### src/rtl/uart_pkg.sv
// Shared types and helpers for the UART word receiver.
//   byte_state_t : states of the per-byte receiver FSM
//   word_state_t : states of the word assembly FSM
//   clks_per_bit : clock cycles per serial bit for a clock rate in MHz and a baud rate
package uart_pkg;

    typedef enum logic [2:0] {
        B_ARM,
        B_IDLE,
        B_START,
        B_DATA,
        B_STOP
    } byte_state_t;

    typedef enum logic {
        W_IDLE,
        W_COLLECT
    } word_state_t;

    function automatic int clks_per_bit(input int rate_mhz, input int baud);
        return (rate_mhz * 1_000_000) / baud;
    endfunction

endpackage

### src/rtl/uart_rx_word_if.sv
// Serial-in / word-out bundle of the UART word receiver.
//   srx       : serial line toward the receiver (idles high)
//   rx_word   : last complete 32-bit word
//   valid     : one-cycle pulse when rx_word updates
//   frame_err : one-cycle pulse on a low stop bit
//   timeout   : one-cycle pulse when a partial word is abandoned
//   idle      : level, nothing in flight and no bytes collected
// master = the side driving the line, slave = the receiver.
interface uart_rx_word_if;
    logic        srx;
    logic [31:0] rx_word;
    logic        valid;
    logic        frame_err;
    logic        timeout;
    logic        idle;

    modport master (output srx, input rx_word, valid, frame_err, timeout, idle);
    modport slave  (input srx, output rx_word, valid, frame_err, timeout, idle);
endinterface

### src/rtl/uart_rx_byte.sv
// 8N1 byte receiver: two-flop synchroniser on srx followed by a bit-timing FSM.
//   clk, rst  : clock, synchronous active-high reset
//   srx       : asynchronous serial input, idles high
//   rx_byte   : last received byte (LSB arrives first)
//   byte_done : one-cycle pulse, byte received with a good stop bit
//   byte_err  : one-cycle pulse, stop bit sampled low
//   busy      : a byte is in flight (START, DATA or STOP)
module uart_rx_byte
    import uart_pkg::*;
#(
    parameter int CLK_RATE = -1,
    parameter int BAUD     = 115200
) (
    input  logic       clk,
    input  logic       rst,
    input  logic       srx,
    output logic [7:0] rx_byte,
    output logic       byte_done,
    output logic       byte_err,
    output logic       busy
);

    // Clamp keeps the block elaborating with the default (un-overridden) CLK_RATE.
    localparam int CPB_RAW = clks_per_bit(CLK_RATE, BAUD);
    localparam int CPB     = (CPB_RAW < 2) ? 2 : CPB_RAW;
    localparam int CW      = $clog2(CPB);
    localparam logic [CW-1:0] BIT_LAST  = CW'(CPB - 1);
    localparam logic [CW-1:0] HALF_LAST = CW'(CPB / 2 - 1);

    logic        s_p0;
    logic        s_p1;
    byte_state_t state;
    logic [CW-1:0] cnt;
    logic [2:0]  bit_idx;
    logic [7:0]  shreg;

    // Synchroniser stages; both idle high so reset never looks like a start bit.
    always_ff @(posedge clk) begin
        if (rst) begin
            s_p0 <= 1'b1;
            s_p1 <= 1'b1;
        end else begin
            s_p0 <= srx;
            s_p1 <= s_p0;
        end
    end

    always_ff @(posedge clk) begin
        if (rst) begin
            state     <= B_ARM;
            cnt       <= '0;
            bit_idx   <= '0;
            shreg     <= '0;
            byte_done <= 1'b0;
            byte_err  <= 1'b0;
        end else begin
            byte_done <= 1'b0;
            byte_err  <= 1'b0;
            case (state)
                // Wait for one full bit-time of idle line so a reset released
                // mid-frame does not lock onto a data bit as a start bit.
                B_ARM: begin
                    if (!s_p1) begin
                        cnt <= '0;
                    end else if (cnt == BIT_LAST) begin
                        cnt   <= '0;
                        state <= B_IDLE;
                    end else begin
                        cnt <= cnt + 1'b1;
                    end
                end
                B_IDLE: begin
                    if (!s_p1) begin
                        cnt   <= '0;
                        state <= B_START;
                    end
                end
                // Re-check at the start-bit centre; a high line here is a glitch.
                B_START: begin
                    if (cnt == HALF_LAST) begin
                        cnt <= '0;
                        if (s_p1) begin
                            state <= B_IDLE;
                        end else begin
                            bit_idx <= '0;
                            state   <= B_DATA;
                        end
                    end else begin
                        cnt <= cnt + 1'b1;
                    end
                end
                B_DATA: begin
                    if (cnt == BIT_LAST) begin
                        cnt   <= '0;
                        shreg <= {s_p1, shreg[7:1]};
                        if (bit_idx == 3'd7) begin
                            state <= B_STOP;
                        end else begin
                            bit_idx <= bit_idx + 1'b1;
                        end
                    end else begin
                        cnt <= cnt + 1'b1;
                    end
                end
                // Return to IDLE at stop-bit centre so a start bit that follows
                // immediately is still caught on its falling edge.
                B_STOP: begin
                    if (cnt == BIT_LAST) begin
                        cnt       <= '0;
                        byte_done <= s_p1;
                        byte_err  <= !s_p1;
                        state     <= B_IDLE;
                    end else begin
                        cnt <= cnt + 1'b1;
                    end
                end
                default: begin
                    cnt   <= '0;
                    state <= B_ARM;
                end
            endcase
        end
    end

    assign rx_byte = shreg;
    assign busy    = !((state == B_IDLE) || (state == B_ARM));

endmodule

### src/rtl/uart_rx_word.sv
// Assembles four consecutive UART bytes, first byte in bits 31:24, into one word.
//   clk, rst : clock, synchronous active-high reset
//   bus      : slave side of uart_rx_word_if (srx in; rx_word, valid,
//              frame_err, timeout, idle out)
// A framing error or an inter-byte gap of TIMEOUT_BITS bit-times discards the
// partial word; TIMEOUT_BITS = 0 disables the gap check.
module uart_rx_word
    import uart_pkg::*;
#(
    parameter int CLK_RATE     = -1,
    parameter int BAUD         = 115200,
    parameter int TIMEOUT_BITS = 32
) (
    input  logic           clk,
    input  logic           rst,
    uart_rx_word_if.slave  bus
);

    localparam int CPB_RAW      = clks_per_bit(CLK_RATE, BAUD);
    localparam int CPB          = (CPB_RAW < 2) ? 2 : CPB_RAW;
    localparam int TIMEOUT_CLKS = TIMEOUT_BITS * CPB;
    localparam int TW           = (TIMEOUT_CLKS > 1) ? $clog2(TIMEOUT_CLKS) : 1;
    localparam logic [TW-1:0] T_LAST = TW'(TIMEOUT_CLKS - 1);

    logic [7:0]  rx_byte;
    logic        byte_done;
    logic        byte_err;
    logic        busy;

    word_state_t wstate;
    logic [1:0]  n;
    logic [23:0] shift;
    logic [TW-1:0] tcnt;
    logic [31:0] rx_word_r;
    logic        valid_r;
    logic        frame_err_r;
    logic        timeout_r;

    uart_rx_byte #(
        .CLK_RATE (CLK_RATE),
        .BAUD     (BAUD)
    ) u_byte (
        .clk       (clk),
        .rst       (rst),
        .srx       (bus.srx),
        .rx_byte   (rx_byte),
        .byte_done (byte_done),
        .byte_err  (byte_err),
        .busy      (busy)
    );

    // Only the first three bytes need holding; the fourth goes straight into rx_word.
    always_ff @(posedge clk) begin
        if (rst) begin
            wstate      <= W_IDLE;
            n           <= '0;
            shift       <= '0;
            tcnt        <= '0;
            rx_word_r   <= '0;
            valid_r     <= 1'b0;
            frame_err_r <= 1'b0;
            timeout_r   <= 1'b0;
        end else begin
            valid_r     <= 1'b0;
            frame_err_r <= 1'b0;
            timeout_r   <= 1'b0;
            if (byte_err) begin
                frame_err_r <= 1'b1;
                n           <= '0;
                shift       <= '0;
                tcnt        <= '0;
                wstate      <= W_IDLE;
            end else if (byte_done) begin
                tcnt <= '0;
                if (n == 2'd3) begin
                    rx_word_r <= {shift, rx_byte};
                    valid_r   <= 1'b1;
                    n         <= '0;
                    shift     <= '0;
                    wstate    <= W_IDLE;
                end else begin
                    shift  <= {shift[15:0], rx_byte};
                    n      <= n + 1'b1;
                    wstate <= W_COLLECT;
                end
            end else if ((TIMEOUT_BITS != 0) && (wstate == W_COLLECT) && !busy) begin
                // Frozen while a byte is in flight, so it can never race byte_done.
                if (tcnt == T_LAST) begin
                    timeout_r <= 1'b1;
                    tcnt      <= '0;
                    n         <= '0;
                    shift     <= '0;
                    wstate    <= W_IDLE;
                end else begin
                    tcnt <= tcnt + 1'b1;
                end
            end
        end
    end

    assign bus.rx_word   = rx_word_r;
    assign bus.valid     = valid_r;
    assign bus.frame_err = frame_err_r;
    assign bus.timeout   = timeout_r;
    assign bus.idle      = !busy && (wstate == W_IDLE);

endmodule
### src/flat_wrapper.sv
// flat-port wrapper written by rule: the top's interface ports become plain ports
module uart_rx_word_flat import uart_pkg::*;
#(
    parameter int CLK_RATE     = -1,
    parameter int BAUD         = 115200,
    parameter int TIMEOUT_BITS = 32
)
  (clk, rst, bus_srx, bus_rx_word, bus_valid, bus_frame_err, bus_timeout, bus_idle);
  uart_rx_word_if bus_i ();
  input  logic clk;
  input  logic rst;
  input wire logic [$bits(bus_i.srx)-1:0] bus_srx;
  output wire logic [$bits(bus_i.rx_word)-1:0] bus_rx_word;
  output wire logic [$bits(bus_i.valid)-1:0] bus_valid;
  output wire logic [$bits(bus_i.frame_err)-1:0] bus_frame_err;
  output wire logic [$bits(bus_i.timeout)-1:0] bus_timeout;
  output wire logic [$bits(bus_i.idle)-1:0] bus_idle;
  assign bus_i.srx = bus_srx;
  assign bus_rx_word = bus_i.rx_word;
  assign bus_valid = bus_i.valid;
  assign bus_frame_err = bus_i.frame_err;
  assign bus_timeout = bus_i.timeout;
  assign bus_idle = bus_i.idle;
  uart_rx_word #(.CLK_RATE(CLK_RATE), .BAUD(BAUD), .TIMEOUT_BITS(TIMEOUT_BITS)) u_core (.clk(clk), .rst(rst), .bus(bus_i));
endmodule
### config.mk
export PLATFORM = sky130hd
export DESIGN_NAME = uart_rx_word_flat
export DESIGN_NICKNAME = d
export VERILOG_FILES = /design/src/rtl/uart_pkg.sv /design/src/rtl/uart_rx_word_if.sv /design/src/rtl/uart_rx_byte.sv /design/src/rtl/uart_rx_word.sv /design/src/flat_wrapper.sv
export SDC_FILE = /design/constraint.sdc
export NUM_CORES = 1
export LEC_CHECK = 0
export ABC_CLOCK_PERIOD_IN_PS = 1600
export CAP_MARGIN = 5
export CORE_AREA = 2 2 109 90
export CTS_CLUSTER_SIZE = 14
export DETAILED_ROUTE_END_ITERATION = 16
export DIE_AREA = 0 0 111 92
export PLACE_DENSITY = 0.55
export SYNTH_ARGS = -nofsm -noshare
export SYNTH_HDL_FRONTEND = slang
export SYNTH_SLANG_ARGS = --single-unit
export TNS_END_PERCENT = 5
### constraint.sdc
create_clock -name clk -period 1.6 [get_ports clk]
set_input_delay 0.32 -clock clk [delete_from_list [all_inputs] [get_ports clk]]
set_output_delay 0.32 -clock clk [all_outputs]
set_load 0.05 [all_outputs]
==> flow_summary.toml <==
[power]
intPower_mw = 3.40
powerDensity_mw_per_mm2 = 1110
p_leak_nw = 1.53
comb_power_share_pct = 4.3
p_seq_share_pct = 50.2
switchingPower_uw = 970
ir_worst_vdd_mv = 0.543
swShare_pct = 22.2
clkPwrFrac_pct = 45.5

[grt]
antenna_found_initial = 0
grt_pass1_wl_um = 11200
grtUsageTotal_pct = 13.5
grt_overflow = 0
grt_max_degree = 33
grt_pass1_vias = 2351

[clock_network]
cts_tree = "done"
cts_buffers = 9
clock_latency_ns = 0.33
cts_max_level = 3
cts-hold-fix-buffers = 0
cts.path.max_buffers = 2
clkTransAtPathRegs_ns = 0.06
cts_sinks = 87
post-cts-setup-buffers = 0
cts-root-buf = "clkbuf_16"

[synth]
synth_most_common_cell = "dfxtp_1"
synth_commonest_cells = "dfxtp_1 (87), nand2_1 (86), a21oi_1 (43)"
synthArstFlopShare_pct = 0
ys_seq_area_share_pct = 55.8
netlist_area_mm2 = 0.00312
yosys.cell_types.count = 43
synth_edf_count = 0
yosysTopAreaCell = "dfxtp_1"
synth.yosys.warnings = 0
netlist_top_cells_area = "dfxtp_1 (56%), nand2_1 (10%), a21oi_1 (6.9%)"
netlist_instances = 340
synthFlopType = "dfxtp_1"
synth_seq_cells = 87
synth_top_area_share_pct = 55.8
synth_area_per_cell_um2 = 9.19
synth_fp_nets = 347

[sta]
final_hold_viol_count = 0
clock_skew_ns = 0.00709
setup_violations = 0
worstMarginPinSlew_ns = 0.497
finalCritPeriodShare_pct = 97.0
layout_min_cycle_time_ns = 1.55
rsz0062_at_grt = "yes"
slew_violations = 0
fmax_mhz = 644
finalSetupTns_ns = 0
relSlewSlack_pct = 66.3

[critical_path]
cp-start-kind = "flip-flop"
arrival_ns = 1.23
max_stage_delay_ns = 0.31
crit_chain = "buf_4 -> nor3_2 -> buf_12"
cp_max_fo = 10
crit_slowest_cell = "dfxtp_1"
worstSetupPathType = "flip-flop to primary output"
cp-end-kind = "primary output"
crit_required_ns = 1.28

[place]
portBuffers = 38
hpwlAfterDp_um = 4510
place_area_mm2 = 0.00364
globalplace.congestion = 0.760

[final_layout]
fillerInstances = 906
final_cell_area_mm2 = 0.00394
syn_to_final_growth_pct = 26.1
nets = 392
antenna_cells = 0
drive_gt1_share_pct = 21.0

[routing]
drtPass1Iterations = 4
postRouteAntennaNets = 0
drtIter0Drc = 91
routed_wl_um = 6490
num_vias = 2470
vias_per_cell = 4.85
wl_per_cell_um = 12.8
route.detailed.drc = 0

[floorplan]
io_pins = 39
die_w_um = 111
rows = 32
die-height_um = 92
core-area_mm2 = 0.00925
die_area_mm2 = 0.0102
start_util_pct = 33.8

[worst_hold_path]
hp-class = "primary input to flip-flop"

[run_status]
outcome = "completed"

[flow_run]
maxCapViolations = 0
[timing repair]
action	4_1_cts	5_1_grt
cloned	0	0
gates resized for setup	1	1
endpoints found under the setup margin	1	3
hold endpoints to repair	0	0
[worst paths after layout]
check                      startpoint                       end  slack [ns]  cells after the start
min                               rst          u_core.bus.valid        0.39                      3
max            u_core.u_byte.state[2]                  bus_idle        0.05                      3
max reg2reg  u_core.u_byte.bit_idx[0]  u_core.u_byte.bit_idx[1]        0.09                      6
min reg2reg        u_core.u_byte.s_p0        u_core.u_byte.s_p1        0.42                      1
[per-stage QoR]
step                      setup WS, ns  power, mW  cells  hold WS (ns)  util, %
after floorplan                  0.118       2.37    340         0.389        -
after global placement           0.161       2.42    493         0.396     39.4
after detailed placement        0.0126       2.42    493         0.413     39.4
after CTS                       0.0246       4.42    509         0.394     42.5
after global routing           -0.0200       4.54    509         0.410     42.6
final                           0.0474       4.37    509         0.391     42.6
[power groups by stage]
stage | Combinational, mW | Sequential (mW) | Clock, mW
after floorplan | 0.130 | 2.24 | 0
after detailed placement | 0.181 | 2.24 | 0
after global placement | 0.176 | 2.24 | 0
final | 0.186 | 2.19 | 1.99
after global routing | 0.210 | 2.19 | 2.14
after CTS | 0.181 | 2.19 | 2.05
[cells in the final DEF, fill, tap and decap left out, types with 3 or more instances in the layout]
cell        n
dfxtp_1    87
nand2_1    86
buf_4      51
a21oi_1    43
a22o_1     24
nor2_1     15
clkbuf_16   9
nand3_1     5
o21ai_0     5
inv_1       4
ha_1        4
buf_12      4
xor2_1      3
[layout make-up]
type / count / area (um2) / area share (%)
clock buffers: 11 / 253 / 6.42
clock inverters: 5 / 41.3 / 1.05
inverters: 4 / 15.0 / 0.381
multi-input cells: 226 / 1260 / 32.0
flip-flops and latches: 87 / 1740 / 44.2
well taps: 119 / 149 / 3.78
repair buffers: 57 / 478 / 12.1
[critical path, delay by kind of cell, from the launching register on]
kind / cells / cell delay, ns
and+or+nand+nor: 1 / 0.26
DFF: 1 / 0.31
buffers and inverters: 2 / 0.33
[registers in the layout, indices dropped and copies added, names as in the netlist]
signal and cells:
u_core.u_byte.state 3, u_core.shift 24, u_core.u_byte.cnt 1, u_core.bus.rx_word 32
u_core.u_byte.bit_idx 3, u_core.bus.valid 1, u_core.bus.timeout 1, u_core.u_byte.byte_done 1
u_core.u_byte.byte_err 1, u_core.wstate 1, u_core.u_byte.rx_byte 8, u_core.u_byte.s_p1 1
u_core.u_byte.s_p0 1, u_core.n 2, u_core.tcnt 6, u_core.bus.frame_err 1
[layer usage]
layer  wire length, um  GRT usage, %  share of wire, %  up-vias
li1                  -             -                 -     1259
met1              3240          17.4                50     1162
met2              2930          21.4                45       40
met3               240          4.23               3.7        9
met4                78          4.79               1.2        0
met5                 0             0                 0        -
[cells by family (layout without fill, tap and decap cells)]
group	count (synthesis)	count (layout)	synth area share, %
xor+xnor	4	4	1.12
compound gates	86	86	18.1
mux	3	3	1.00
buf+inv	27	77	4.17
flops	87	87	55.8
fa+ha+maj	4	4	1.60
simple gates	129	129	18.3
Note: power is estimated with default switching activity, not from simulation.
